--- src/rtl/uart_rx_if.sv ---
// uart_rx_if: receive-side byte handshake between uart_rx and the keyboard
// I/O logic.
//   master (uart_rx) drives : rx_data, rx_valid, rx_frame_err, rx_overrun,
//                             rx_busy, rx_parity_err (only with UARTRX_PARITY_EN)
//   slave  (consumer) drives: rx_read (single-cycle consume strobe)
// Optional feature macro: UARTRX_PARITY_EN adds rx_parity_err.
`timescale 1ns/1ps
interface uart_rx_if;
  logic [7:0] rx_data;
  logic       rx_valid;
  logic       rx_read;
  logic       rx_frame_err;
  logic       rx_overrun;
  logic       rx_busy;
`ifdef UARTRX_PARITY_EN
  logic       rx_parity_err;
`endif

  modport master (
    input  rx_read,
    output rx_data, rx_valid, rx_frame_err, rx_overrun, rx_busy
`ifdef UARTRX_PARITY_EN
    , rx_parity_err
`endif
  );

  modport slave (
    output rx_read,
    input  rx_data, rx_valid, rx_frame_err, rx_overrun, rx_busy
`ifdef UARTRX_PARITY_EN
    , rx_parity_err
`endif
  );
endinterface

--- src/rtl/uart_rx.sv ---
// uart_rx: asynchronous serial receiver, 8N1, LSB first.
// Ports:
//   clk   - system clock, all state on posedge
//   nrst  - asynchronous active-low reset
//   rx    - serial line, idle high, asynchronous to clk
//   bus   - uart_rx_if.master: rx_data/rx_valid byte hold with rx_read
//           consume strobe, sticky rx_frame_err/rx_overrun, rx_busy
// Parameters: CLKS_PER_BIT (4..65535), CNT_W (>= clog2(CLKS_PER_BIT)),
//   ODD_PARITY (only with the macro).
// Optional feature macro: UARTRX_PARITY_EN inserts a parity bit between the
//   data bits and the stop bit and drives bus.rx_parity_err.
`timescale 1ns/1ps
module uart_rx #(
  parameter int CLKS_PER_BIT = 434,
  parameter int CNT_W        = 16
`ifdef UARTRX_PARITY_EN
  , parameter bit ODD_PARITY = 1'b0
`endif
) (
  input  logic     clk,
  input  logic     nrst,
  input  logic     rx,
  uart_rx_if.master bus
);

  localparam logic [CNT_W-1:0] BIT_LAST  = CNT_W'(CLKS_PER_BIT - 1);
  localparam logic [CNT_W-1:0] HALF_LAST = CNT_W'((CLKS_PER_BIT - 1) / 2);

  typedef enum logic [2:0] {
    IDLE,
    START,
    DATA,
`ifdef UARTRX_PARITY_EN
    PARITY,
`endif
    STOP,
    BREAK
  } state_t;

  state_t           state_reg;
  logic             sync_reg;     // first synchronizer stage
  logic             rs_reg;       // synchronized line value
  logic [CNT_W-1:0] cnt_reg;
  logic [2:0]       idx_reg;
  logic [7:0]       shift_reg;
  logic             commit_reg;   // byte complete, publish next edge
  logic             ferr_pend_reg;
  logic [7:0]       data_reg;
  logic             valid_reg;
  logic             ferr_reg;
  logic             ovr_reg;
  logic             busy_reg;
`ifdef UARTRX_PARITY_EN
  logic             par_bit_reg;
  logic             perr_reg;
  assign bus.rx_parity_err = perr_reg;
`endif

  assign bus.rx_data      = data_reg;
  assign bus.rx_valid     = valid_reg;
  assign bus.rx_frame_err = ferr_reg;
  assign bus.rx_overrun   = ovr_reg;
  assign bus.rx_busy      = busy_reg;

  // A consume only counts while a byte is actually held.
  logic read_ack;
  assign read_ack = bus.rx_read & valid_reg;

  always_ff @(posedge clk or negedge nrst) begin
    if (!nrst) begin
      state_reg     <= IDLE;
      sync_reg      <= 1'b1;
      rs_reg        <= 1'b1;
      cnt_reg       <= '0;
      idx_reg       <= '0;
      shift_reg     <= '0;
      commit_reg    <= 1'b0;
      ferr_pend_reg <= 1'b0;
      data_reg      <= 8'h00;
      valid_reg     <= 1'b0;
      ferr_reg      <= 1'b0;
      ovr_reg       <= 1'b0;
      busy_reg      <= 1'b0;
`ifdef UARTRX_PARITY_EN
      par_bit_reg   <= 1'b0;
      perr_reg      <= 1'b0;
`endif
    end else begin
      sync_reg   <= rx;
      rs_reg     <= sync_reg;
      commit_reg <= 1'b0;

      // Commit beats a simultaneous read: the new byte stays valid, flags
      // from the consumed byte are dropped, and no overrun is raised.
      if (commit_reg) begin
        data_reg  <= shift_reg;
        valid_reg <= 1'b1;
        ovr_reg   <= (ovr_reg & ~read_ack) | (valid_reg & ~bus.rx_read);
        ferr_reg  <= (ferr_reg & ~read_ack) | ferr_pend_reg;
`ifdef UARTRX_PARITY_EN
        perr_reg  <= (perr_reg & ~read_ack) |
                     (par_bit_reg ^ (^shift_reg) ^ ODD_PARITY);
`endif
      end else if (read_ack) begin
        valid_reg <= 1'b0;
        ferr_reg  <= 1'b0;
        ovr_reg   <= 1'b0;
`ifdef UARTRX_PARITY_EN
        perr_reg  <= 1'b0;
`endif
      end

      case (state_reg)
        IDLE: begin
          if (!rs_reg) begin
            state_reg <= START;
            cnt_reg   <= '0;
            busy_reg  <= 1'b1;
          end
        end
        START: begin
          if (cnt_reg == HALF_LAST) begin
            cnt_reg <= '0;
            if (rs_reg) begin
              // Line went back high before mid-bit: glitch, not a frame.
              state_reg <= IDLE;
              busy_reg  <= 1'b0;
            end else begin
              state_reg <= DATA;
              idx_reg   <= '0;
            end
          end else begin
            cnt_reg <= cnt_reg + 1'b1;
          end
        end
        DATA: begin
          if (cnt_reg == BIT_LAST) begin
            cnt_reg            <= '0;
            shift_reg[idx_reg] <= rs_reg;
            if (idx_reg == 3'd7) begin
`ifdef UARTRX_PARITY_EN
              state_reg <= PARITY;
`else
              state_reg <= STOP;
`endif
            end else begin
              idx_reg <= idx_reg + 1'b1;
            end
          end else begin
            cnt_reg <= cnt_reg + 1'b1;
          end
        end
`ifdef UARTRX_PARITY_EN
        PARITY: begin
          if (cnt_reg == BIT_LAST) begin
            cnt_reg     <= '0;
            par_bit_reg <= rs_reg;
            state_reg   <= STOP;
          end else begin
            cnt_reg <= cnt_reg + 1'b1;
          end
        end
`endif
        STOP: begin
          if (cnt_reg == BIT_LAST) begin
            cnt_reg       <= '0;
            commit_reg    <= 1'b1;
            ferr_pend_reg <= ~rs_reg;
            if (rs_reg) begin
              // Back to IDLE mid stop bit so a back-to-back start is caught.
              state_reg <= IDLE;
              busy_reg  <= 1'b0;
            end else begin
              state_reg <= BREAK;
            end
          end else begin
            cnt_reg <= cnt_reg + 1'b1;
          end
        end
        BREAK: begin
          // A held-low line must not be decoded as a stream of 0x00 frames.
          if (rs_reg) begin
            state_reg <= IDLE;
            busy_reg  <= 1'b0;
          end
        end
        default: begin
          state_reg <= IDLE;
          busy_reg  <= 1'b0;
        end
      endcase
    end
  end

endmodule

--- src/flat_wrapper.sv ---
// flat-port wrapper written by rule: the top's interface ports become plain ports
module uart_rx_flat 
#(
  parameter int CLKS_PER_BIT = 434,
  parameter int CNT_W        = 16

)
  (clk, nrst, rx, bus_rx_read, bus_rx_data, bus_rx_valid, bus_rx_frame_err, bus_rx_overrun, bus_rx_busy);
  uart_rx_if bus_i ();
  input  logic clk;
  input  logic nrst;
  input  logic rx;
  input wire logic [$bits(bus_i.rx_read)-1:0] bus_rx_read;
  output wire logic [$bits(bus_i.rx_data)-1:0] bus_rx_data;
  output wire logic [$bits(bus_i.rx_valid)-1:0] bus_rx_valid;
  output wire logic [$bits(bus_i.rx_frame_err)-1:0] bus_rx_frame_err;
  output wire logic [$bits(bus_i.rx_overrun)-1:0] bus_rx_overrun;
  output wire logic [$bits(bus_i.rx_busy)-1:0] bus_rx_busy;
  assign bus_i.rx_read = bus_rx_read;
  assign bus_rx_data = bus_i.rx_data;
  assign bus_rx_valid = bus_i.rx_valid;
  assign bus_rx_frame_err = bus_i.rx_frame_err;
  assign bus_rx_overrun = bus_i.rx_overrun;
  assign bus_rx_busy = bus_i.rx_busy;
  uart_rx #(.CLKS_PER_BIT(CLKS_PER_BIT), .CNT_W(CNT_W)) u_core (.clk(clk), .nrst(nrst), .rx(rx), .bus(bus_i));
endmodule
--- config.mk ---
export PLATFORM = sky130hd
export DESIGN_NAME = uart_rx_flat
export DESIGN_NICKNAME = d
export VERILOG_FILES = /design/src/rtl/uart_rx_if.sv /design/src/rtl/uart_rx.sv /design/src/flat_wrapper.sv
export SDC_FILE = /design/constraint.sdc
export NUM_CORES = 1
export LEC_CHECK = 0
export ABC_AREA = 1
export BUFFER_PORTS_ARGS = -buffer_cell sky130_fd_sc_hd__buf_2
export CAP_MARGIN = 5
export CORE_MARGIN = 1
export CORE_UTILIZATION = 60
export DETAILED_ROUTE_END_ITERATION = 8
export GPL_ROUTABILITY_DRIVEN = 0
export PLACE_DENSITY = 0.76
export SLEW_MARGIN = 30
export SYNTH_ARGS = -nofsm -noshare
export SYNTH_HDL_FRONTEND = slang
export SYNTH_SLANG_ARGS = --single-unit
--- constraint.sdc ---
create_clock -name clk -period 1.9 [get_ports clk]
set_input_delay 0.19 -clock clk [delete_from_list [all_inputs] [get_ports clk]]
set_output_delay 0.19 -clock clk [all_outputs]
set_load 0.01 [all_outputs]
# [After elaboration in Yosys (flattened, before gate mapping)]
# Index checks and enable logic that the tools add are counted.
[totals] register_bits=46 latchBits=0 mem_bits_rw=0 rom_bits=0 inputBits=4 output_inout_bits=12 n_memories=0
[op_classes] addsub=2 multipliers=0 div_mod_pow=0 order_cmp=2 n_eq_ne=15 shift=0 mux=32 bitwise_logic=10 n_reduce_logical=12
[ops] cell="2-to-1 mux 16 bit" n=3
[ops] cell="one-hot mux 16 bit (3 select lines)" n=1
[ops] cell="2-to-1 mux 3 bit" n=11
[ops] cell="adder 16 x 1 -> 16 bit, second input constant" n=1
[ops] cell="equality test 16 x 8 -> 1 bit, second input constant" n=1
[ops] cell="equality test 16 x 9 -> 1 bit, second input constant" n=1
[ops] cell="one-hot mux 3 bit (5 select lines)" n=1
[ops] cell="2-to-1 mux 1 bit" n=11
[ops] cell="inequality test 2 x 1 -> 1 bit, second input constant" n=5
[ops] cell="bitwise mux 8 bit" n=1
[ops] cell="equality test 3 x 2 -> 1 bit, second input constant" n=2
[ops] cell="equality test 3 bit, second input constant" n=2
[ops] cell="inequality test 2 bit, second input constant" n=3
[ops] cell="one-hot mux 3 bit (2 select lines)" n=1
[ops] cell="AND reduction 2 bit" n=3
[ops] cell="AND reduction 6 bit" n=1
[ops] cell="one-hot mux 1 bit (5 select lines)" n=1
[ops] cell="AND reduction 5 bit" n=1
[ops] cell="bitwise AND 1 bit" n=4
[ops] cell="< comparator 3 x 4 -> 1 bit, second input constant" n=1
[ops] cell="inverter 1 bit" n=4
[ops] cell="AND reduction 4 bit" n=1
[ops] cell="nonzero test 2 bit" n=2
[ops] cell="adder 3 x 1 -> 3 bit, second input constant" n=1
[ops] cell="9 further kinds" n=10

# [Logic depth before layout (Yosys ltp)]
[depth] word_depth=5 depth_mapped=10 ltp_nobuf=9

# [Worst setup path before layout]
# No wires, ideal clock.
[synth_timing] kind="register -> register" from="reg u_core.cnt_reg[1]" to="reg u_core.shift_reg[4]" setup_ps=116 t_arrival_ps=1370 required_time_ps=1784 setup_slack_ps=414 stages_incl_launch_ff=11 period_less_slack_ps=1486 cell_sequence="dfrtp_1 > inv_1 > ha_1 > nand3_1 > nor2_2 > nand2_4 > nor2_8 > buf_8 > nand2_1 > nand2_1 > nand2_1"
[synth_between] elab_chain_cells=2
[synth_rtl] item="start, declared" line_no="uart_rx.sv:43" source="logic [CNT_W-1:0] cnt_reg;"
[synth_rtl] item="start signal, assigned" line_no="uart_rx.sv:133" source="cnt_reg <= cnt_reg + 1'b1;"
[synth_rtl] item="start signal, assigned" line_no="uart_rx.sv:150" source="cnt_reg <= cnt_reg + 1'b1;"
[synth_rtl] item="start signal, assigned" line_no="uart_rx.sv:177" source="cnt_reg <= cnt_reg + 1'b1;"
[synth_rtl] item="equality test 16 x 9 -> 1 bit" line_no="uart_rx.sv:137" source="if (cnt_reg == BIT_LAST) begin"
[synth_rtl] item="AND reduction 2 bit (no line)"
[synth_rtl] item="end signal, assigned by index" line_no="uart_rx.sv:139" source="shift_reg[idx_reg] <= rs_reg;"
[synth_rtl] item="end, declared" line_no="uart_rx.sv:45" source="logic [7:0] shift_reg;"
# No other way between the ends.
# A chain may end at the register's enable or synchronous reset.

# [Final worst setup path]
[layout_timing] from="reg u_core.cnt_reg[1]" to="reg u_core.shift_reg[0]"
# Same word-level chain as after synthesis.

==> reports/results.ini <==
[status]
status=completed

[clock_tree]
root_buffer=clkbuf_8
clk_transition_reported_paths_ps=90
cts.sinks=46
clock_latency_ps=310
cts_max_level=2
cts_buffers=5
max-clock-path-buffers=2
post_cts_resized=0
cts_tree=yes

[setup_path]
reg2reg_depth=9
crit_type=reg2reg
end_kind=flop
start_kind=flop
path_max_fanout=16
reg2reg_to=u_core.shift_reg[0]$_DFFE_PN0P_
worstPathArrival_ps=1860
required_ps=2110
r2r_start=u_core.cnt_reg[1]$_DFFE_PN0P_
r2r_setup_slack_ps=250

[synth]
synth-main-ff-cell=dfrtp_1
synth_cell_types=30
netlist_area_um2=2690
ys_warn_count=0
synthArstFlopShare_pct=100
syn_inst=360
yosysSeqAreaShare_pct=43.0
ys_seq_elements=46
syn_nets=369
postSynthAreaPerCell_um2=7.46
synth_edf_count=0

[global_route]
grt_max_degree=47
use_met2_pct=39.3
groute.usage.overall_pct=26.4
grt.overflow.total=0
grt_pass1_vias=1967
gr-usage-met3_pct=4.44
grt_antenna_before_repair=0
grt_pass1_wl_mm=9.10
grt_util_met1_pct=38.7
grt-busiest-layer=met2

[power]
leakage_nw=1.58
p_seq_share_pct=55.9
switching_power_uw=381
p_per_area_nw_per_um2=606
p_sw_share_pct=21.6
vdd_drop_max_uv=383
p_int_mw=1.38
clkPwrFrac_pct=42.5
comb_power_share_pct=1.7
p_total_mw=1.77

[final_layout]
nNetsFinal=388
fillers=357
fin_cells=430
largest_reg_flops=16
stdcell_area_um2=2910
layout_commonest_cell=nand2_1
syn2layout_area_growth_pct=8.53
final_cell_mix=122 x nand2_1, 44 x dfrtp_1, 42 x nor2_1, 39 x nand3_1, 34 x inv_1
diodes=0
final_core_util_pct=70.3
drive_gt1_share_pct=11.8

[route]
first_iter_violations=233
wl_per_cell_um=13.1
vias_per_cell=5.37
vias=2310
drc_errors=0
wl_mm=5.61
dr.pass1.iters=4
ant_nets=0

[placed_design]
port_buffers=15
placedInstanceArea_um2=2780
post-place-ws_ps=271
dp_cells=420
hpwl_mm=4.07

[timing]
period_needed_ps=1650
grt_setup_unrepaired=false
worst_hold_slack_ps=81.6
fin_crit_sh_pct=87.0
setup_tns_ps=0
finalClockSkew_ps=8.98
max_freq_mhz=605
slew_headroom_pct=62.2
final-hold-violation-count=0
fin_ws_ps=247
tightestPinTransition_ps=566
setup_violations=0
slew_viol_final=0

[floorplanning]
row_count=23
die_h_um=68.9
core_area_um2=4140
fp.dieW_um=68.9
pin_count=16
start_util_pct=64.8
die_area_um2=4750

[worst_hold_path]
hold_depth=2
hp-class=in2reg
hp-start=bus_rx_read
holdPathEnd=u_core.bus.rx_valid$_DFFE_PN0P_

[flow_run]
max_cap_viol_count=0

==> power groups by stage <==
| stage | clock network, mW | registers (mW) | logic [mW] |
|---|---|---|---|
| finish | 0.750 | 0.987 | 0.0292 |
| global placement | 0 | 1.01 | 0.0275 |
| detailed placement | 0 | 1.01 | 0.0277 |
| CTS | 0.758 | 0.987 | 0.0309 |
| global route | 0.793 | 0.988 | 0.0348 |
| floorplan | 0 | 1.00 | 0.00660 |
==> worst max-delay path: stages, from the launching register on <==
cell and delay [ps]:
dfrtp_1 420, inv_1 120, ha_1 200, nand3_1 110, nor2_2 190, nand2_4 120
nor2_8 200, nand2_1 70, nand2_1 60, nand2_1 40
==> metal layers <==
| layer | share of wire (%) | vias up |
|---|---|---|
| met5 | 0 | - |
| met2 | 44 | 62 |
| met1 | 50 | 1050 |
| met3 | 5.0 | 6 |
| li1 | - | 1192 |
| met4 | 1.1 | 0 |
==> layout make-up <==
cell class / instances / area, µm² / share of cell area (%)
multi-input cells: 268 / 1330 / 45.6
flip-flops and latches: 46 / 1150 / 39.6
inverters: 39 / 146 / 5.02
repair buffers: 19 / 110 / 3.78
clock buffers: 5 / 68.8 / 2.36
well taps: 50 / 62.6 / 2.15
clock inverters: 3 / 43.8 / 1.50
==> how the worst max path moves through the flow <==
stage	start	end	slack, ps	cells past startpoint
final	u_core.cnt_reg[1]$_DFFE_PN0P_	u_core.shift_reg[0]$_DFFE_PN0P_	250	9
after global routing	u_core.cnt_reg[1]$_DFFE_PN0P_	u_core.shift_reg[0]$_DFFE_PN0P_	80	9
after CTS	u_core.cnt_reg[1]$_DFFE_PN0P_	u_core.shift_reg[5]$_DFFE_PN0P_	260	9
after detailed placement	u_core.cnt_reg[1]$_DFFE_PN0P_	u_core.shift_reg[5]$_DFFE_PN0P_	270	9
after global placement	u_core.cnt_reg[1]$_DFFE_PN0P_	u_core.shift_reg[1]$_DFFE_PN0P_	340	9
after floorplan	u_core.cnt_reg[1]$_DFFE_PN0P_	u_core.shift_reg[4]$_DFFE_PN0P_	410	10
==> cells by family after synthesis <==
group / Yosys count / share of synthesized area (%)
adder cells (fa/ha/maj): 5 / 2.33
AO/OA/AOI/OAI: 18 / 4.05
XOR/XNOR: 6 / 1.96
flip-flops: 46 / 43.0
AND/OR/NAND/NOR: 239 / 41.1
buffers and inverters: 46 / 7.55
==> Yosys cell counts (3+ instances only) <==
master	number	area [µm²]
nor2_4	3	33.8
inv_1	34	128
xor2_1	6	52.6
ha_1	5	62.6
nand4_1	15	93.8
nand2_4	4	45.0
nand2_1	122	458
nor2_1	42	158
nand3_1	39	195
o211ai_1	6	45.0
inv_2	4	15.0
o21ai_0	10	50.1
dfrtp_1	44	1100
buf_4	4	30.0
==> timing repair <==
action / CTS / global route
buffers inserted: 0 / 0
hold endpoints to repair: 45 / 0
hold buffers: 2 / 0
Power figures use the tool's default switching activity.
